**config.mk**
```make
export PLATFORM = sky130hd
export DESIGN_NAME = pipeline_ctrl
export DESIGN_NICKNAME = d
export VERILOG_FILES = /design/src/rtl/pipeline_ctrl_pkg.sv /design/src/rtl/pipeline_ctrl_sat_counter.sv /design/src/rtl/pipeline_ctrl.sv
export SDC_FILE = /design/constraint.sdc
export NUM_CORES = 1
export LEC_CHECK = 0
export BUFFER_PORTS_ARGS = -buffer_cell sky130_fd_sc_hd__buf_2
export CAP_MARGIN = 15
export CORE_AREA = 3 3 112 114
export DETAILED_ROUTE_END_ITERATION = 10
export DIE_AREA = 0 0 115 117
export PLACE_DENSITY = 0.76
export SKIP_LAST_GASP = 1
export SLEW_MARGIN = 20
export SYNTH_ARGS = -nofsm -noshare
export SYNTH_HDL_FRONTEND = slang
export SYNTH_SLANG_ARGS = --single-unit
```
**constraint.sdc**
```tcl
create_clock -name clk -period 2.8 [get_ports clk]
set_input_delay 0.14 -clock clk [delete_from_list [all_inputs] [get_ports clk]]
set_output_delay 0.14 -clock clk [all_outputs]
set_load 0.05 [all_outputs]
```
**src/rtl/pipeline_ctrl_pkg.sv**
```systemverilog
// Shared types for the RV32I pipeline stall/flush controller.
// Split-transaction FSM states and the per-stage load-enable bundle.
package pipeline_ctrl_types;

    typedef enum logic [1:0] {
        RUN     = 2'd0,
        IWAIT_D = 2'd1,
        DWAIT_I = 2'd2
    } state_t;

    typedef struct packed {
        logic pc;
        logic ifid;
        logic idex;
        logic exmem;
        logic memwb;
    } stage_en_t;

    localparam stage_en_t EN_ALL  = '{pc: 1'b1, ifid: 1'b1, idex: 1'b1,
                                      exmem: 1'b1, memwb: 1'b1};
    localparam stage_en_t EN_NONE = '{pc: 1'b0, ifid: 1'b0, idex: 1'b0,
                                      exmem: 1'b0, memwb: 1'b0};
    localparam stage_en_t EN_LU   = '{pc: 1'b0, ifid: 1'b0, idex: 1'b0,
                                      exmem: 1'b1, memwb: 1'b1};

endpackage

```
**src/rtl/pipeline_ctrl_sat_counter.sv**
```systemverilog
// Saturating event counter used for pipeline stall statistics.
// Holds at all-ones once reached; cleared by the async active-low reset.
module sat_counter #(
    parameter int CNT_W = 32
) (
    input  logic             clk,
    input  logic             rst,
    input  logic             inc,
    output logic [CNT_W-1:0] count
);

    always_ff @(posedge clk or negedge rst) begin
        if (!rst) begin
            count <= '0;
        end else if (inc && (count != '1)) begin
            count <= count + CNT_W'(1);
        end
    end

endmodule

```
**src/rtl/pipeline_ctrl.sv**
```systemverilog
// Central stall/flush controller for the 5-stage RV32I pipeline.
// Merges split cache completions so each transaction advances the pipe once.
module pipeline_ctrl
    import pipeline_ctrl_types::*;
#(
    parameter int CNT_W = 32
) (
    input  logic             clk,
    input  logic             rst,
    input  logic             forward_stall,
    input  logic             br_mispredict,
    input  logic             icache_read,
    input  logic             icache_resp,
    input  logic             dcache_req,
    input  logic             dcache_resp,
    output logic             load_pc,
    output logic             redirect,
    output logic             ifetch_capture,
    output logic             load_ifid,
    output logic             load_idex,
    output logic             load_exmem,
    output logic             load_memwb,
    output logic             bubble_ifid,
    output logic             bubble_idex,
    output logic             bubble_exmem,
    output logic [CNT_W-1:0] cnt_loaduse,
    output logic [CNT_W-1:0] cnt_dstall,
    output logic [CNT_W-1:0] cnt_istall,
    output logic [CNT_W-1:0] cnt_flush
);

    state_t    state;
    logic      i_done;
    logic      d_done;
    logic      i_ok;
    logic      d_ok;
    logic      mem_ok;
    logic      i_hit;
    logic      d_hit;
    logic      c_frz;
    logic      c_lu;
    logic      c_fl;
    stage_en_t load;
    logic      bub_ifid;
    logic      bub_idex;
    logic      bub_exmem;
    logic      redir;
    logic      inc_loaduse;
    logic      inc_flush;
    logic      inc_dstall;
    logic      inc_istall;

    // A response only counts when its request is still asserted.
    assign i_hit  = icache_read & icache_resp;
    assign d_hit  = dcache_req & dcache_resp;
    assign i_ok   = !icache_read | icache_resp | i_done;
    assign d_ok   = !dcache_req | dcache_resp | d_done;
    assign mem_ok = i_ok & d_ok;

    assign c_frz = !mem_ok;
    assign c_lu  = mem_ok & forward_stall;
    assign c_fl  = mem_ok & !forward_stall & br_mispredict;

    always_comb begin
        load        = EN_ALL;
        bub_ifid    = 1'b0;
        bub_idex    = 1'b0;
        bub_exmem   = 1'b0;
        redir       = 1'b0;
        inc_loaduse = 1'b0;
        inc_flush   = 1'b0;
        unique case (1'b1)
            c_frz: begin
                load = EN_NONE;
            end
            c_lu: begin
                load        = EN_LU;
                bub_exmem   = 1'b1;
                inc_loaduse = 1'b1;
            end
            c_fl: begin
                redir     = 1'b1;
                bub_ifid  = 1'b1;
                bub_idex  = 1'b1;
                inc_flush = 1'b1;
            end
            default: begin
                load = EN_ALL;
            end
        endcase
    end

    assign inc_dstall = dcache_req & !d_ok;
    assign inc_istall = icache_read & !i_ok & d_ok;

    // Reset forces every stage to load a NOP.
    assign load_pc        = !rst | load.pc;
    assign load_ifid      = !rst | load.ifid;
    assign load_idex      = !rst | load.idex;
    assign load_exmem     = !rst | load.exmem;
    assign load_memwb     = !rst | load.memwb;
    assign bubble_ifid    = !rst | bub_ifid;
    assign bubble_idex    = !rst | bub_idex;
    assign bubble_exmem   = !rst | bub_exmem;
    assign redirect       = rst & redir;
    assign ifetch_capture = rst & icache_resp;

    always_ff @(posedge clk or negedge rst) begin
        if (!rst) begin
            state  <= RUN;
            i_done <= 1'b0;
            d_done <= 1'b0;
        end else begin
            i_done <= !mem_ok & (i_done | i_hit);
            d_done <= !mem_ok & (d_done | d_hit);
            unique case (state)
                RUN: begin
                    if (i_hit && !d_ok) begin
                        state <= IWAIT_D;
                    end else if (d_hit && !i_ok) begin
                        state <= DWAIT_I;
                    end
                end
                IWAIT_D, DWAIT_I: begin
                    if (mem_ok) begin
                        state <= RUN;
                    end
                end
                default: begin
                    state <= RUN;
                end
            endcase
        end
    end

    sat_counter #(.CNT_W(CNT_W)) u_cnt_loaduse (
        .clk   (clk),
        .rst   (rst),
        .inc   (inc_loaduse),
        .count (cnt_loaduse)
    );

    sat_counter #(.CNT_W(CNT_W)) u_cnt_dstall (
        .clk   (clk),
        .rst   (rst),
        .inc   (inc_dstall),
        .count (cnt_dstall)
    );

    sat_counter #(.CNT_W(CNT_W)) u_cnt_istall (
        .clk   (clk),
        .rst   (rst),
        .inc   (inc_istall),
        .count (cnt_istall)
    );

    sat_counter #(.CNT_W(CNT_W)) u_cnt_flush (
        .clk   (clk),
        .rst   (rst),
        .inc   (inc_flush),
        .count (cnt_flush)
    );

endmodule

```
Yosys cells after proc, flatten, opt, wreduce, memory -nomap -nowiden
Cells that the tools add are included.
{"block": "word_totals", "ff_bits": 130, "elab_cells": 54}
{"block": "op_classes", "add_sub_neg": 4, "eq_ne": 4, "mux": 3, "bitwise": 26, "n_reduce_logical": 11}
{"cell": "adder 32 x 1 -> 32 bit (second input constant)", "n": 4}
{"cell": "inequality test 32 bit (second input constant)", "n": 4}
{"cell": "bitwise AND 1 bit", "n": 13}
{"cell": "OR 1 bit", "n": 13}
{"cell": "case mux 5 bit (2 select lines)", "n": 1}
{"cell": "zero test 1 bit", "n": 7}
{"cell": "logical AND 1 bit", "n": 4}
{"cell": "2-to-1 mux 1 bit", "n": 2}

Logic depth before layout (Yosys ltp)
{"block": "logic_depth", "ltp_word": 8, "depth_mapped": 7, "depth_no_buf": 6}

Cells and area by module
From an unflattened synthesis, not the netlist that was laid out.
{"block": "hier_totals", "cells_unflattened": 627, "area_unflattened_um2": 6705.2}
{"module": "sat_counter", "instances": 4, "cells_per_inst": 151, "area_each_um2": 1624.1, "seq_area_each_um2": 800.8}
{"module": "pipeline_ctrl", "instances": 1, "cells_per_inst": 23, "area_each_um2": 209.0, "seq_area_each_um2": 50.0}

Least setup slack after synthesis
Ideal clock, no wire load.
{"block": "synth_path", "path_type": "register -> output", "startpoint": "register d_done", "endpoint": "output port load_ifid", "t_arrival_ns": 2.327, "required_ns": 2.660, "setup_slack_ns": 0.333, "stages_incl_launch_ff": 6, "cell_sequence": "dfrtp_1 -> or3b_2 -> clkbuf_1 -> nand2_1 -> o21ai_0 -> buf_4"}
{"block": "synth_between", "elab_chain_cells": 5, "word_cells_on_any_way": 6}
{"element": "start, declared", "line": "pipeline_ctrl.sv:34", "rtl": "logic d_done;"}
{"element": "start signal, assigned", "line": "pipeline_ctrl.sv:115", "rtl": "d_done <= !mem_ok & (d_done | d_hit);"}
{"element": "OR 1 bit (*)", "line": "pipeline_ctrl.sv:57", "rtl": "assign d_ok = !dcache_req | dcache_resp | d_done;"}
{"element": "bitwise AND 1 bit (*)", "line": "pipeline_ctrl.sv:58", "rtl": "assign mem_ok = i_ok & d_ok;"}
{"element": "bitwise AND 1 bit or zero test 1 bit (tied branches)", "line": "pipeline_ctrl.sv:61, pipeline_ctrl.sv:60"}
{"element": "case mux 5 bit (2 select lines) (*)", "line": "pipeline_ctrl.sv:72", "rtl": "unique case (1'b1)"}
{"element": "OR 1 bit (*)", "line": "pipeline_ctrl.sv:98", "rtl": "assign load_ifid = !rst | load.ifid;"}
{"element": "end, declared", "line": "pipeline_ctrl.sv:19", "rtl": "output logic load_ifid,"}
Every way passes the cells marked *; elsewhere a longest branch is shown, timed or not.

Worst setup path in the final report
{"block": "layout_path", "startpoint": "register u_cnt_flush.count[21]", "endpoint": "register u_cnt_flush.count[27]"}
{"block": "layout_between", "elab_chain_cells": 2, "word_cells_on_any_way": 3}
{"element": "start, declared", "line": "pipeline_ctrl_sat_counter.sv:9", "rtl": "output logic [CNT_W-1:0] count"}
{"element": "start signal, assigned", "line": "pipeline_ctrl_sat_counter.sv:16", "rtl": "count <= count + CNT_W'(1);"}
{"element": "branches (longest 2 deep; another with adder 32 x 1 -> 32 bit)"}
Several ways; the timed one is not identified.
A chain may end at the register's enable or synchronous reset.

==> qor.txt <==
Run status: finished clean
Reg2reg setup slack: 590 ps
CP Capture Point: u_cnt_flush.count[27]
Post-route insts no fill: 882
Worst skew pair latency: 410 ps
Synth area leaders: dfrtp_1 52%, xnor2_1 14%, nand4_1 5.0%
Area leader, netlist: dfrtp_1
Share of cells above drive strength 1: 27.2%
Critical path arrival: 2470 ps
Crit-path leading delay family: simple AND/OR/NAND/NOR gates
Pwr/cell area: 698 mW/mm^2
First-pass DRT Iterations: 4
Highest clock rate: 0.453 GHz
Drt total wl: 14900 um
Vias per cell: 5.75
Seq/Total Area, Yosys: 52.0%
Port Buffers: 145
GR Util All Layers: 22.9%
Antenna violations before repair: 0
Critical Path Stages: 5
First-pass GRT wire length: 24500 um
Vias in the first global route: 4939
Period minus WS final: 2210 ps
Worst VDD drop: 0.607 mV
Placer Congestion: 0.876
R2r startpoint: u_cnt_flush.count[21]
Pin count of the biggest net entering global routing: 77
Die area: 0.0135 sq mm
Crit path cell chain: nand3_1 -> or4_4 -> nor4_4 -> nor4_1 -> xor2_1
Routed Antenna Nets: 0
Final HPWL DP: 10500 um
Min-delay worst type: in -> reg
Worst Skew: 4.59 ps
CP peak stage delay: 600 ps
Iteration-0 DRC Markers: 272
CP Class: reg -> reg
Final cycle utilization of the critical path: 78.8%
Post-synth top cells: 130 x dfrtp_1, 99 x xnor2_1, 59 x nand3_1
Syn Std Cell Area: 0.00626 sq mm
Slowest CP cell: or4_4
Clock buffer depth: 2
Die X: 115 um
Rows: 39
Setup crit start: u_cnt_flush.count[21]
Layout area overhead: 24.2%
Number of synthesized flops with an enable pin: 0
CTS sink cnt: 130
Reg clk slew, reported paths: 50 ps
RR Endpoint: u_cnt_flush.count[27]
CTS buffer count: 17
DRC: 0
Flops & latches, synth: 130
Postcts setup bufs: 0
Core ar.: 0.0115 sq mm
Detailed-route wire length per cell: 16.9 um
Endpoints failing setup: 0
Yosys Warn Count: 0
Leak pwr: 0.00383 uW
Synth top area share: 52.0%
CTS tree: built
Final Max Slew Viols: 0
Post-synth net total: 573
Hold Fails Final Rpt: 0
CP Data Required Time: 3070 ps
Synth Instances: 561
Critical Path Start Type: flip-flop
Crit Path Max Fanout: 8
Die Y: 117 um
Top-count cell post-synth: dfrtp_1
Ports: 146
RSZ-0062 raised after global routing: no
R2R cell count: 5
Synth async-reset ratio: 100%
Inst Count DP: 848
Root Driver: clkbuf_16
Nets@finish: 739
Mean Syn Cell Area: 11.2 sq um
Worst Tran Pin Value: 732 ps
Dominant synthesized flop cell: dfrtp_1
Via count: 5069
Unique cell type count in the Yosys netlist: 42
CP endpoint kind: flip-flop
Worst path bufs/invs: 0
Final TNS setup: 0 ps
Slew HR: 50.8%
Initial Util: 54.3%
Total gr overflow: 0
Maxcap violations: 0
Antenna diodes: 0
H-tree depth: 4
==> worst min-delay path, cell delays in order <==
cell	delay (ps)
buf_2	110
a21oi_1	60
nor2_1	90
==> cells by family after synthesis <==
family                     count (synthesis)  synth area share, %
DFF                                      130                 52.0
adders and majority gates                  4                0.800
buffers and inverters                     12                0.960
xor gates and xnor gates                 122                 17.1
AOI/OAI and AO/OA                         19                 2.80
and+or+nand+nor                          270                 25.7
muxes                                      4                0.720
==> cell type report <==
class | instances | area [sq um]
Clock inverter | 6 | 55.1
Fill cell | 926 | 3740
Inverter | 1 | 3.75
Timing Repair Buffer | 158 | 846
Clock buffer | 25 | 485
Sequential cell | 130 | 3250
Multi-Input combinational cell | 419 | 2950
Tap cell | 143 | 179
==> per-stage QoR <==
stage	power, uW	util, %	setup slack, ps	instance area (sq um)	hold WS, ps
floorplan	3080	-	333	6260	-156
global placement	3400	62.5	692	7200	135
detailed placement	3430	62.5	649	7200	139
CTS	5490	67.5	600	7770	14.2
global route	5640	67.5	431	7770	59.9
finish	5430	67.5	594	7770	31.4
==> layout by cell type, fill, tap and decap left out, types with 3 or more instances in the layout <==
| cell | count |
|---|---|
| buf_2 | 144 |
| dfrtp_1 | 130 |
| xnor2_1 | 99 |
| nand3_1 | 59 |
| nand4_1 | 50 |
| nand2_1 | 39 |
| and3_1 | 32 |
| and4_1 | 23 |
| xor2_1 | 23 |
| nor2_1 | 18 |
| clkbuf_16 | 17 |
| nor3_1 | 12 |
| and2_1 | 11 |
| buf_4 | 10 |
| clkbuf_1 | 5 |
| clkinv_2 | 5 |
| a21oi_1 | 4 |
| a31oi_1 | 4 |
| mux2_2 | 4 |
| ha_1 | 4 |
| nor3b_1 | 3 |
| nor4_1 | 3 |
| a211oi_2 | 3 |
| a211oi_1 | 3 |
| clkbuf_8 | 3 |
| dlygate4sd3_1 | 3 |
==> worst min path at each step <==
stage	depth (start not counted)	slack (ps)	to	start
finish	3	30	i_done	icache_resp
global route	3	60	i_done	icache_read
CTS	3	10	i_done	icache_read
detailed placement	1	140	u_cnt_loaduse.count[31]	rst
global placement	1	130	u_cnt_loaduse.count[31]	rst
floorplan	0	-160	d_done	rst
==> registers in the layout (all words and copies together), names as in the netlist <==
register,flops
u_cnt_dstall.count,32
u_cnt_loaduse.count,32
i_done,1
d_done,1
u_cnt_istall.count,32
u_cnt_flush.count,32
==> power breakdown <==
part           switching [uW]  total [uW]  internal, uW
Sequential                222        2260          2040
Combinational             856        1150           292
Clock                     745        2020          1280
==> routing by layer <==
layer	global-route usage (%)	up-vias	part of all wire [%]
li1	-	2375	-
met1	29.0	2523	43
met2	38.1	147	50
met3	5.76	24	5.1
met4	8.92	0	1.8
met5	0	-	0
==> timing repair <==
| item | CTS | global route |
|---|---|---|
| hold buffers | 3 | 0 |
| hold endpoints to repair | 34 | 0 |
| gates resized for setup | 0 | 0 |
Note: power is estimated with default switching activity, not from simulation.
